File: src/rtl/hazard_scoreboard.sv
// hazard_scoreboard: stall/invalidate control, operand forwarding and long-latency
// register scoreboard for the 5-stage core.
module hazard_scoreboard #(
  parameter int REG_ADDR_WIDTH = 5,
  parameter int MAX_LONG_OPS = 2,
  parameter int FORWARDING = 1
) (
  input  logic                      clk,
  input  logic                      reset,
  input  logic [REG_ADDR_WIDTH-1:0] rs1_address_decode,
  input  logic [REG_ADDR_WIDTH-1:0] rs2_address_decode,
  input  logic [REG_ADDR_WIDTH-1:0] rd_address_decode,
  input  logic                      long_op_decode,
  input  logic [REG_ADDR_WIDTH-1:0] rd_address_execute,
  input  logic                      load_execute,
  input  logic                      long_issue,
  input  logic                      csr_write_execute,
  input  logic                      csr_write_memory,
  input  logic                      csr_write_writeback,
  input  logic [REG_ADDR_WIDTH-1:0] rd_address_memory,
  input  logic                      branch_taken,
  input  logic                      mret_memory,
  input  logic                      load_store,
  input  logic                      mret_writeback,
  input  logic                      traped,
  input  logic                      wfi,
  input  logic                      long_done,
  input  logic [REG_ADDR_WIDTH-1:0] long_done_address,
  input  logic                      fetch_ready,
  input  logic                      mem_ready,
  output logic                      stall_fetch,
  output logic                      invalidate_fetch,
  output logic                      stall_decode,
  output logic                      invalidate_decode,
  output logic                      stall_execute,
  output logic                      invalidate_execute,
  output logic                      stall_memory,
  output logic                      invalidate_memory,
  output logic [1:0]                forward_rs1,
  output logic [1:0]                forward_rs2,
  output logic                      long_busy,
  output logic                      scoreboard_error
);
  localparam int REGS = 1 << REG_ADDR_WIDTH;
  localparam logic [2:0] MAX_CNT = 3'(MAX_LONG_OPS);
  logic [REGS-1:0] pending;
  logic [2:0] count;
  logic trap_inv, branch_inv, mem_wait, csr_busy;
  logic rs1_ex, rs2_ex, rs1_mem, rs2_mem, ex_fwd_ok;
  logic raw_hazard, sb_hazard, ops_full, issue, done, stray;
  assign trap_inv   = mret_writeback || traped;
  assign branch_inv = branch_taken || trap_inv;
  assign mem_wait   = load_store && !mem_ready;
  assign csr_busy   = csr_write_execute || csr_write_memory || csr_write_writeback;
  assign rs1_ex  = rs1_address_decode != '0 && rs1_address_decode == rd_address_execute;
  assign rs2_ex  = rs2_address_decode != '0 && rs2_address_decode == rd_address_execute;
  assign rs1_mem = rs1_address_decode != '0 && rs1_address_decode == rd_address_memory;
  assign rs2_mem = rs2_address_decode != '0 && rs2_address_decode == rd_address_memory;
  // loads and long ops have no result in execute yet, so they cannot be bypassed
  assign ex_fwd_ok  = !(load_execute || long_issue);
  assign raw_hazard = (FORWARDING != 0) ? ((rs1_ex || rs2_ex) && !ex_fwd_ok)
                                        : (rs1_ex || rs2_ex || rs1_mem || rs2_mem);
  // pending[0] is never set, so register 0 needs no explicit exclusion here
  assign sb_hazard = pending[rs1_address_decode] || pending[rs2_address_decode] ||
                     pending[rd_address_decode];
  assign ops_full  = count == MAX_CNT;
  assign invalidate_execute = reset || branch_inv;
  assign invalidate_memory  = reset || trap_inv || mem_wait;
  assign invalidate_decode  = reset || branch_inv || csr_busy || raw_hazard || sb_hazard ||
                              (long_op_decode && ops_full);
  assign invalidate_fetch   = reset || branch_inv || (!fetch_ready && !invalidate_decode);
  assign stall_memory  = !invalidate_memory && wfi;
  assign stall_execute = !invalidate_execute &&
                         (stall_memory || invalidate_memory || mem_wait || mret_memory);
  assign stall_decode  = !invalidate_decode && (stall_execute || invalidate_execute);
  assign stall_fetch   = !invalidate_fetch && (stall_decode || invalidate_decode);
  assign forward_rs1 = (FORWARDING == 0 || reset) ? 2'b00 :
                       (rs1_ex && ex_fwd_ok) ? 2'b01 : rs1_mem ? 2'b10 : 2'b00;
  assign forward_rs2 = (FORWARDING == 0 || reset) ? 2'b00 :
                       (rs2_ex && ex_fwd_ok) ? 2'b01 : rs2_mem ? 2'b10 : 2'b00;
  assign issue = long_issue && rd_address_execute != '0 && !invalidate_execute && !stall_execute;
  assign done  = long_done && long_done_address != '0 && pending[long_done_address];
  assign stray = long_done && !pending[long_done_address];
  assign long_busy = count != 3'd0;
  always_ff @(posedge clk or posedge reset) begin
    if (reset) begin
      pending <= '0;
      count <= 3'd0;
      scoreboard_error <= 1'b0;
    end else begin
      if (done) pending[long_done_address] <= 1'b0;
      if (issue) pending[rd_address_execute] <= 1'b1;
      count <= (issue && !done && !ops_full) ? count + 3'd1 :
               (done && !issue) ? count - 3'd1 : count;
      if (stray || (issue && !done && ops_full)) scoreboard_error <= 1'b1;
    end
  end
endmodule

File: config.mk
export PLATFORM = sky130hd
export DESIGN_NAME = hazard_scoreboard
export DESIGN_NICKNAME = d
export VERILOG_FILES = /design/src/rtl/hazard_scoreboard.sv
export SDC_FILE = /design/constraint.sdc
export NUM_CORES = 1
export LEC_CHECK = 0
export ABC_CLOCK_PERIOD_IN_PS = 6400
export CAP_MARGIN = 20
export CORE_ASPECT_RATIO = 1.25
export CORE_MARGIN = 2
export CORE_UTILIZATION = 50
export DETAILED_ROUTE_END_ITERATION = 6
export PLACE_DENSITY = 0.77
export SLEW_MARGIN = 30
export SYNTH_ARGS = -nofsm -noshare
export SYNTH_HDL_FRONTEND = slang
export SYNTH_SLANG_ARGS = --single-unit
File: constraint.sdc
create_clock -name clk -period 6.4 [get_ports clk]
set_input_delay 1.28 -clock clk [delete_from_list [all_inputs] [get_ports clk]]
set_output_delay 1.28 -clock clk [all_outputs]
set_load 0.01 [all_outputs]
Word-level counts from Yosys, hierarchy flattened
Cells that the tools add are included.

word-level totals
  flip-flop bits (word level) = 36
  logic and storage cells = 108

cells by class
  bitwise gates (word level) = 3
  mux-type cells = 22
  eq/ne operators = 5
  reduce and logical (&&, ||, !) cells = 66
  add/subtract/negate cells = 2
  order comparisons = 7

operator list
  cell                                                  number
  2-to-1 mux 32 bit                                     2
  bitwise AND 32 bit                                    1
  NOT 32 bit                                            1
  bitwise OR 32 bit                                     1
  < comparator 5 x 6 -> 1 bit (second input constant)   5
  logical AND 1 bit                                     26
  logical OR 1 bit                                      22
  binary-select mux 1 bit (select 5 bit)                4
  equality test 5 bit                                   4
  nonzero test 5 bit                                    4
  zero test 1 bit                                       12
  2-to-1 mux 2 bit                                      6
  demux 1 bit (select 5 bit)                            2
  >= comparator 5 x 1 -> 1 bit (second input constant)  2
  2-to-1 mux 1 bit                                      6
  2-to-1 mux 3 bit                                      2
  adder 3 x 1 -> 3 bit (second input constant)          1
  equality test 3 x 2 -> 1 bit (second input constant)  1
  nonzero test 3 bit                                    1
  subtractor 3 x 1 -> 3 bit (second input constant)     1
  nonzero test 2 bit                                    1

Logic depth before layout (Yosys ltp)
Gate-level depths: netlist (run 1).

  word-level depth = 15
  depth in mapped cells = 10
  mapped depth without buffers = 8

Worst setup path after synthesis (run 1)
No wires, ideal clock.

  path kind = input to output
  from = input rd_address_decode[1]
  to = output invalidate_fetch
  setup slack = 1.852 ns
  arrival time = 3.268 ns
  stages on the path = 8
  cells stage by stage = clkbuf_1 > mux4_2 > nand4b_1 > and3_1 > nand4_1 > nor4_1 > nand2_1 > o21ai_0

between the ends
  word-level cells in the longest chain between the ends = 8

RTL lines
  what                                    line  source
  start: declaration                      12    input logic [REG_ADDR_WIDTH-1:0] rd_address_decode,
  binary-select mux 1 bit (select 5 bit)  65    pending[rd_address_decode];
  2-to-1 mux 1 bit (not written as such)  65
  logical OR 1 bit                        64    assign sb_hazard = pending[rs1_address_decode] || pending[rs2_address_decode] ||
  logical OR 1 bit (2 in a row)           69    assign invalidate_decode = reset || branch_inv || csr_busy || raw_hazard || sb_hazard ||
  via invalidate_decode                   34    output logic invalidate_decode,
  zero test 1 bit                         71    assign invalidate_fetch = reset || branch_inv || (!fetch_ready && !invalidate_decode);
  logical AND 1 bit                       71
  logical OR 1 bit                        71
  end: declaration                        32    output logic invalidate_fetch,

The timed path passes the listed nets, and every way through them passes these cells. The select of a mux whose other input is x is not followed.

Final worst setup path (run 1)
  from = input rs2_address_decode[0]
  to = output invalidate_fetch

between the ends
  word-level cells in the longest chain between the ends = 10

RTL lines
  what                                                                            line  source
  start: declaration                                                              11    input logic [REG_ADDR_WIDTH-1:0] rs2_address_decode,
  branches (longest 5 deep; another with binary-select mux 1 bit (select 5 bit))  -
  logical OR 1 bit * (2 in a row)                                                 69
  zero test 1 bit *                                                               71
  logical AND 1 bit *                                                             71
  logical OR 1 bit *                                                              71

Every way passes the cells marked *. The select of a mux whose other input is x is not followed.

==> results.yml, run 1 <==
route:
  drt_iter0_markers: 274
  drt-total-wl_microns: 9960
  viasPerCell: 6.57
  num_vias: 3108
  drtAntennaViolNets: 0
  firstDrtPassIters: 5
  remaining_drc_errors: 0
  avgRoutedWirePerCell_microns: 21.1
global_route:
  grt_overflow: 0
  antenna_found_initial: 0
  grtUsageTotal: 0.306
  grt_max_degree: 28
  grt_pass1_wl_microns: 16000
  grt_pass1_vias: 3115
worst_setup_path:
  critical_path.startpoint_type: "input pin"
  end_kind: "output port"
  required_ps: 5120
  crit_arrival_ps: 4390
  critical_path_class: "in -> out"
  critPathMaxFanout: 7
yosys:
  yosys.area.top_type_share: 0.284
  syn_nets: 389
  yosysWarnings: 0
  synth.cell_area_sq_um: 3170
  syn_area_per_cell_sq_um: 9.29
  synthTopCellsByArea: "dfrtp_1 28%, mux4_2 14%, o21ai_0 8.1%"
  ys_types: 53
  ys_seq_area_frac: 0.284
  postSynthCellCount: 341
  synth_top_cell_by_area: "dfrtp_1"
  synthArstFlopShare: 1.00
  ys.flop_type: "dfrtp_1"
  synth_edf_count: 0
  ys_ff_latch: 36
place:
  place_worst_setup_slack_ps: 792
  port-buffer-count: 60
  dp_hpwl_microns: 7510
  place.gp.congestion: 0.936
power_and_ir_drop:
  p_leak_nw: 1.52
  vdd_drop_max_v: 0.000123
  p_per_area_nw_per_um2: 153
floorplanning:
  ioPinCount: 61
  core_sq_um: 6170
  start_util: 0.514
  dieArea_sq_um: 7000
  die_y_microns: 93.0
  die_x_microns: 75.2
  fp-row-count: 32
sta:
  rsz0062_at_grt: "false"
  tightest_slew_ps: 928
  setup_violations: 0
  fmax_mhz: 176
  fin_crit_sh: 0.886
  hold_viol: 0
  finalClockSkew_ps: 7.54
  layout_min_cycle_time_ps: 5670
  tns_ps: 0
  slew_viol_final: 0
  slew_headroom: 0.379
  setup_slack_ps: 727
cts:
  cts_resized: 0
  cts_buffers: 5
  cts_root_buf: "clkbuf_8"
  clk-insertion-delay-late_ps: 290
  cts_hold_buf: 0
  cts_sinks: 36
  htreeDepth: 2
  clkSlewWorstSetupHoldPaths_ps: 70
  cts_tree: "done"
  clockBufferDepth: 2
  cts_setup_buffers: 0
final_layout:
  diodes: 0
  area_growth_pct: 23.1
  drive_above_1_share: 0.108
  nNetsFinal: 436
run_status:
  status: "completed"
run:
  cap_violations: 0
hold_path:
  min_path_type: "reg -> reg"
logic make-up (layout without fill, tap and decap cells):
family,count (synthesis),in the layout,synth area share
simple gates,118,118,0.206
fa+ha+maj,1,1,0.00632
mux,48,48,0.244
flops,36,36,0.284
xor+xnor,18,18,0.0497
compound gates,88,88,0.169
buf+inv,32,79,0.0415
cell usage in the layout, fill, tap and decap left out, types with 3 or more instances in the layout:
cell type,count
nor3b_1,4
nand4_1,7
nand4b_1,4
or3_1,6
buf_4,4
nor2b_1,5
inv_1,8
nand2_1,20
nand3b_1,4
a21oi_1,11
nor4_1,4
o221ai_1,5
a2111oi_0,3
nor3_1,7
clkbuf_8,7
clkdlybuf4s50_1,60
mux4_2,19
xor2_1,10
dfrtp_1,36
mux2i_1,22
nand2b_1,7
o21ai_0,51
and3_1,7
nor2_1,19
nand3_1,13
xnor2_1,8
or4_1,3
o211ai_1,4
synthesized netlist by cell type, types with 8 or more instances:
| cell type | number |
|---|---|
| mux4_2 | 19 |
| mux2i_1 | 22 |
| clkbuf_1 | 18 |
| nor2_1 | 19 |
| inv_1 | 8 |
| nand3_1 | 13 |
| dfrtp_1 | 36 |
| xor2_1 | 10 |
| xnor2_1 | 8 |
| a21oi_1 | 11 |
| o21ai_0 | 51 |
| nand2_1 | 20 |
final cells by class:
class,instances,area (sq um)
fill,556,2260
multi-input combinational,273,2140
sequential,36,901
timing repair buffer,64,631
tap,85,106
clock buffer,7,96.3
inverter,8,30.0
state kept, by name (all words and copies together) (netlist names):
signal	flops
scoreboard_error	1
pending	32
count	3
critical path: stages:
cell and delay, ps:
clkdlybuf4s50_1 640, buf_4 250, mux4_2 520, mux2i_1 230, o31ai_1 110, nor4_1 460
nand2_1 190, o21ai_0 170, clkdlybuf4s50_1 550
where the power goes:
group          total (W)  switching, W  leakage [nW]  internal, W
Combinational   0.000163     0.0000787          1.00    0.0000840
Clock           0.000179     0.0000827        0.0503    0.0000959
Sequential      0.000254     0.0000145         0.470     0.000239
Total           0.000595      0.000176          1.52     0.000419
metal layers:
layer,global-route usage,part of all wire
met5,0,0
met4,0.127,0.039
met3,0.0528,0.081
met2,0.501,0.48
met1,0.396,0.40
through the flow:
step	area (sq um)	power, W	hold WS, ps	std cells	utilization
3_3_place_gp	3800	0.000416	457	466	0.617
6_report	3900	0.000595	486	473	0.633
4_1_cts	3900	0.000596	477	473	0.633
5_1_grt	3900	0.000621	498	473	0.633
2_1_floorplan	3170	0.000355	456	341	-
3_5_place_dp	3800	0.000421	451	466	0.617
final timing paths:
check,from,endpoint,slack (ps),cells past startpoint
max,rs2_address_decode[0],invalidate_fetch,730,9
min,count[2],count[2],490,1
max reg2reg,pending[12],count[2],3530,7
min reg2reg,count[2],count[2],490,1
max in group asynchronous,reset,pending[31],4240,3
min in group asynchronous,reset,pending[0],1410,2
No activity file was read; power rests on OpenSTA's default activity.
==> run 2, diff against run 1 <==
--- a/config.mk
+++ b/config.mk
@@ -8,7 +8,7 @@
 export ABC_CLOCK_PERIOD_IN_PS = 6400
 export CAP_MARGIN = 20
 export CORE_ASPECT_RATIO = 1.25
-export CORE_MARGIN = 2
+export CORE_MARGIN = 3
 export CORE_UTILIZATION = 50
 export DETAILED_ROUTE_END_ITERATION = 6
 export PLACE_DENSITY = 0.77
==> run 2 against run 1 <==
Compared with the run above:
- clock skew is essentially flat
- via count increased by 1.1%
- sequential power about the same
- critical path depth stayed put
- die area is 4.9% higher
- largest power group unchanged
- register-to-register slack improved by 20 ps
==> results.yml, run 2 (synthesis gave the netlist of run 1 again) <==
run_status:
  status: "completed"
sta:
  tightest_slew_ps: 949
  setup_slack_ps: 774
  rsz0062_at_grt: "false"
  finalClockSkew_ps: 7.06
  fmax_mhz: 178
  layout_min_cycle_time_ps: 5630
  setup_violations: 0
  tns_ps: 0
  slew_headroom: 0.365
  fin_crit_sh: 0.879
  hold_viol: 0
  slew_viol_final: 0
cts:
  htreeDepth: 2
  cts_sinks: 36
  cts_resized: 0
  cts_setup_buffers: 0
  clk-insertion-delay-late_ps: 290
  clkSlewWorstSetupHoldPaths_ps: 70
  cts_root_buf: "clkbuf_8"
  cts_buffers: 5
  cts_hold_buf: 0
  cts_tree: "done"
  clockBufferDepth: 2
place:
  place.gp.congestion: 0.948
  dp_hpwl_microns: 7530
  place_worst_setup_slack_ps: 761
  port-buffer-count: 60
global_route:
  grt_overflow: 0
  antenna_found_initial: 0
  grtUsageTotal: 0.278
  grt_pass1_wl_microns: 15900
  grt_pass1_vias: 3091
  grt_max_degree: 22
final_layout:
  mostFrequentLayoutCell: "clkdlybuf4s50_1"
  nNetsFinal: 436
  largest_reg_flops: 32
  reg.largest.list: "pending: 32 flops, count: 3 flops, scoreboard_error: 1 flops"
  area_growth_pct: 23.0
  final_cell_mix: "60 x clkdlybuf4s50_1, 51 x o21ai_0, 36 x dfrtp_1"
  diodes: 0
  drive_above_1_share: 0.108
  top_register: "pending"
power_and_ir_drop:
  vdd_drop_max_v: 0.000156
  clkPwrFrac: 0.298
  net-switching-power_w: 0.000173
  netSwitchingFraction: 0.293
  p_seq_frac: 0.429
  p_per_area_nw_per_um2: 152
  power_frac_comb: 0.272
  power.total_w: 0.000592
  p_leak_nw: 1.52
  internal_power_w: 0.000419
hold_path:
  min_path_type: "reg -> reg"
worst_setup_path:
  crit_family: "buffers and inverters"
  critical_path.startpoint_type: "input pin"
  crit_arrival_ps: 4350
  r2r_slack_ps: 3550
  critPathMaxFanout: 7
  critical_path_class: "in -> out"
  end_kind: "output port"
  crit_chain: "clkdlybuf4s50_1, mux4_2, mux2_2, nand3b_1, o31ai_1, nor4_1, nand2_1, o21ai_0, clkdlybuf4s50_1"
  critPathMaxStageDelay_ps: 750
  crit_path_frequent_cell: "clkdlybuf4s50_1"
  required_ps: 5120
  crit_buf_inv: 2
  critPathSlowestCell: "clkdlybuf4s50_1"
floorplanning:
  start_util: 0.531
  die_y_microns: 95.0
  dieArea_sq_um: 7340
  fp-row-count: 31
  core_sq_um: 5970
  die_x_microns: 77.2
  ioPinCount: 61
route:
  avgRoutedWirePerCell_microns: 21.3
  drt-total-wl_microns: 10000
  remaining_drc_errors: 0
  viasPerCell: 6.69
  drtAntennaViolNets: 0
  firstDrtPassIters: 4
  drt_iter0_markers: 223
  num_vias: 3143
run:
  cap_violations: 0
-- run 2: cell counts in the layout (fill, tap and decap cells not counted) --
No cell type changed its count.
-- run 2: layout make-up --
class | instances | area, sq um
Sequential cell | 36 | 901
Clock buffer | 7 | 96.3
Fill cell | 522 | 2080
Multi-Input combinational cell | 273 | 2140
Inverter | 8 | 30.0
Tap cell | 82 | 103
Timing Repair Buffer | 64 | 631
-- run 2: final timing paths --
path	from	cells past startpoint	endpoint
min in group asynchronous	reset	2	pending[31]
max in group asynchronous	reset	3	pending[2]
worst max register to register	pending[13]	7	count[2]
worst min register to register	scoreboard_error	2	scoreboard_error
worst min-delay path	scoreboard_error	2	scoreboard_error
worst max-delay path	rd_address_decode[1]	9	invalidate_fetch
-- run 2: per-stage QoR --
stage          utilization  std cells  hold slack (ps)  area [sq um]
5_1_grt              0.652        470              509          3900
3_3_place_gp         0.636        463              460          3800
6_report             0.652        470              486          3900
3_5_place_dp         0.636        463              469          3800
2_1_floorplan            -        341              456          3170
4_1_cts              0.652        470              491          3900
-- run 2: worst min-delay path, delay by kind of cell (launching register included) --
| family | cells | cell delay, ps |
|---|---|---|
| compound gates | 1 | 60 |
| flops | 1 | 340 |
| simple gates | 1 | 40 |
-- run 2: metal layers --
| metal | wire length (microns) | global-route usage | vias up |
|---|---|---|---|
| li1 | - | - | 1398 |
| met1 | 3760 | 0.355 | 1497 |
| met2 | 4820 | 0.456 | 208 |
| met3 | 1020 | 0.0529 | 40 |
| met4 | 410 | 0.138 | 0 |
| met5 | 0 | 0 | - |
-- run 2: power by group through the flow --
stage	registers, W	logic [W]	clock network (W)
3_5_place_dp	0.000259	0.000161	0
2_1_floorplan	0.000254	0.000100	0
3_3_place_gp	0.000258	0.000159	0
4_1_cts	0.000254	0.000162	0.000181
6_report	0.000254	0.000161	0.000177
5_1_grt	0.000256	0.000174	0.000190
==> run 3, diff against run 2 <==
--- a/config.mk
+++ b/config.mk
@@ -7,7 +7,6 @@
 export LEC_CHECK = 0
 export ABC_CLOCK_PERIOD_IN_PS = 6400
 export CAP_MARGIN = 20
-export CORE_ASPECT_RATIO = 1.25
 export CORE_MARGIN = 3
 export CORE_UTILIZATION = 50
 export DETAILED_ROUTE_END_ITERATION = 6
@@ -16,3 +15,4 @@
 export SYNTH_ARGS = -nofsm -noshare
 export SYNTH_HDL_FRONTEND = slang
 export SYNTH_SLANG_ARGS = --single-unit
+export TNS_END_PERCENT = 10
==> run 3 against run 2 <==
Compared with the run above:
- count of clock-buffer cells in the layout decreased by 1
- clock skew increased by 1.3 ps
- final cell count decreased by 1.5%
- combinational power about the same
- first-iteration DRC count increased by 52%
- hold slack improved by 2.6 ps
- maximum frequency decreased by 0.12%
- sequential power about the same
- critical endpoint unchanged
==> results.yml, run 3 (synthesis gave the netlist of run 1 again) <==
run_status:
  status: "completed"
route:
  avgRoutedWirePerCell_microns: 21.5
  m1WireLength_microns: 4060
  drt_iter0_markers: 339
  remaining_drc_errors: 0
  dr_wl_met3_microns: 1010
  num_vias: 3111
  dr.max_layer_used: "met4"
  drtAntennaViolNets: 0
  drt-total-wl_microns: 9950
  wl_met2_microns: 4640
  viasPerCell: 6.72
  firstDrtPassIters: 5
final_layout:
  nNetsFinal: 436
  drive_above_1_share: 0.108
  final_cell_mix: "59 x clkdlybuf4s50_1, 51 x o21ai_0, 36 x dfrtp_1"
  fillers: 516
  area_growth_pct: 22.0
  largest_reg_flops: 32
  top_register: "pending"
  mostFrequentLayoutCell: "clkdlybuf4s50_1"
  fin_area_sq_um: 3860
  reg.largest.list: "pending: 32 flops, count: 3 flops, scoreboard_error: 1 flops"
  diodes: 0
sta:
  tightest_slew_ps: 609
  rsz0062_at_grt: "false"
  layout_min_cycle_time_ps: 5630
  tns_ps: 0
  fmax_mhz: 178
  hold_viol: 0
  slew_headroom: 0.592
  setup_violations: 0
  slew_viol_final: 0
  fin_crit_sh: 0.880
  finalClockSkew_ps: 8.34
floorplanning:
  start_util: 0.526
  core_sq_um: 6030
  dieArea_sq_um: 7330
  die_x_microns: 85.6
  fp-row-count: 28
  die_y_microns: 85.6
  ioPinCount: 61
worst_setup_path:
  crit_arrival_ps: 4350
  r2r_end: "count[2]"
  critical_path_class: "in -> out"
  critPathSlowestCell: "clkdlybuf4s50_1"
  end_kind: "output port"
  crit_buf_inv: 2
  critical_path.startpoint_type: "input pin"
  required_ps: 5120
  worst-r2r-cell-count: 7
  critPathMaxFanout: 11
  critPathMaxStageDelay_ps: 800
  r2r_slack_ps: 3560
  crit_family: "buffers and inverters"
  regToRegStartpoint: "pending[12]"
  crit_path_frequent_cell: "clkdlybuf4s50_1"
  crit_chain: "clkdlybuf4s50_1, mux4_2, o211ai_1, nand4_1, nor4_1, nand2_1, o21ai_0, clkdlybuf4s50_1"
global_route:
  grtUsageTotal: 0.282
  grt_overflow: 0
  grt_max_degree: 39
  grt_pass1_vias: 3020
  grt_pass1_wl_microns: 16100
  antenna_found_initial: 0
cts:
  cts_buffers: 5
  cts_sinks: 36
  cts_resized: 0
  clockBufferDepth: 2
  cts_hold_buf: 0
  clkSlewWorstSetupHoldPaths_ps: 80
  cts_setup_buffers: 0
  cts_root_buf: "clkbuf_8"
  htreeDepth: 2
  cts_tree: "done"
  clk-insertion-delay-late_ps: 300
hold_path:
  hold_end: "count[2]"
  hold_depth: 1
  min_path_type: "reg -> reg"
  worstHoldStart: "count[2]"
place:
  port-buffer-count: 60
  placed_area_sq_um: 3790
  place.gp.congestion: 0.971
  dp_hpwl_microns: 7400
run:
  cap_violations: 0
power_and_ir_drop:
  p_leak_nw: 1.51
  p_per_area_nw_per_um2: 149
  vdd_drop_max_v: 0.000146
[run 3: changes by cell type in the layout (fill, tap and decap cells not counted)]
cell	change
clkdlybuf4s50_1	-1
clkbuf_8	-2
clkbuf_1	+1
clkinv_2	+1
buf_2	+1
[run 3: worst max path at each step]
stage,startpoint,endpoint,cells past startpoint
5_1_grt,rs1_address_decode[1],invalidate_fetch,10
6_report,rs1_address_decode[1],invalidate_fetch,8
3_5_place_dp,rs1_address_decode[1],invalidate_fetch,8
2_1_floorplan,rd_address_decode[1],invalidate_fetch,8
4_1_cts,rs1_address_decode[1],invalidate_fetch,8
3_3_place_gp,rs2_address_decode[0],invalidate_fetch,9
[run 3: through the flow]
stage          cells  total power (W)  setup WS (ps)  hold WS [ps]   util
6_report         463         0.000577            767           488  0.641
5_1_grt          463         0.000605            478           515  0.641
4_1_cts          463         0.000578            799           488  0.642
3_5_place_dp     456         0.000422            790           462  0.629
3_3_place_gp     456         0.000417            849           454  0.629
2_1_floorplan    341         0.000355           1850           456      -
[run 3: metal layers]
metal	track usage	up-vias
li1	-	1398
met1	0.408	1518
met2	0.427	174
met3	0.0605	21
met4	0.0849	0
met5	0	-
[run 3: worst register-to-register path, stage by stage (launching register included)]
cell and delay, ps:
dfrtp_1 460, mux4_1 540, a311oi_2 310, o211ai_2 200
a211o_1 430, fa_1 450, mux2i_4 210, xor2_1 140
[run 3: power breakdown]
group / total, W / switching [W] / internal, W
clock network: 0.000159 / 0.0000850 / 0.0000741
logic: 0.000164 / 0.0000802 / 0.0000834
registers: 0.000254 / 0.0000149 / 0.000239
total: 0.000577 / 0.000180 / 0.000397
[run 3: layout make-up]
class / instances / area (sq um) / area share
multi-input cells: 273 / 2140 / 0.553
flip-flops and latches: 36 / 901 / 0.233
repair buffers: 64 / 626 / 0.162
well taps: 75 / 93.8 / 0.0243
clock buffers: 6 / 72.6 / 0.0188
inverters: 8 / 30.0 / 0.00777
clock inverters: 1 / 5.00 / 0.00129
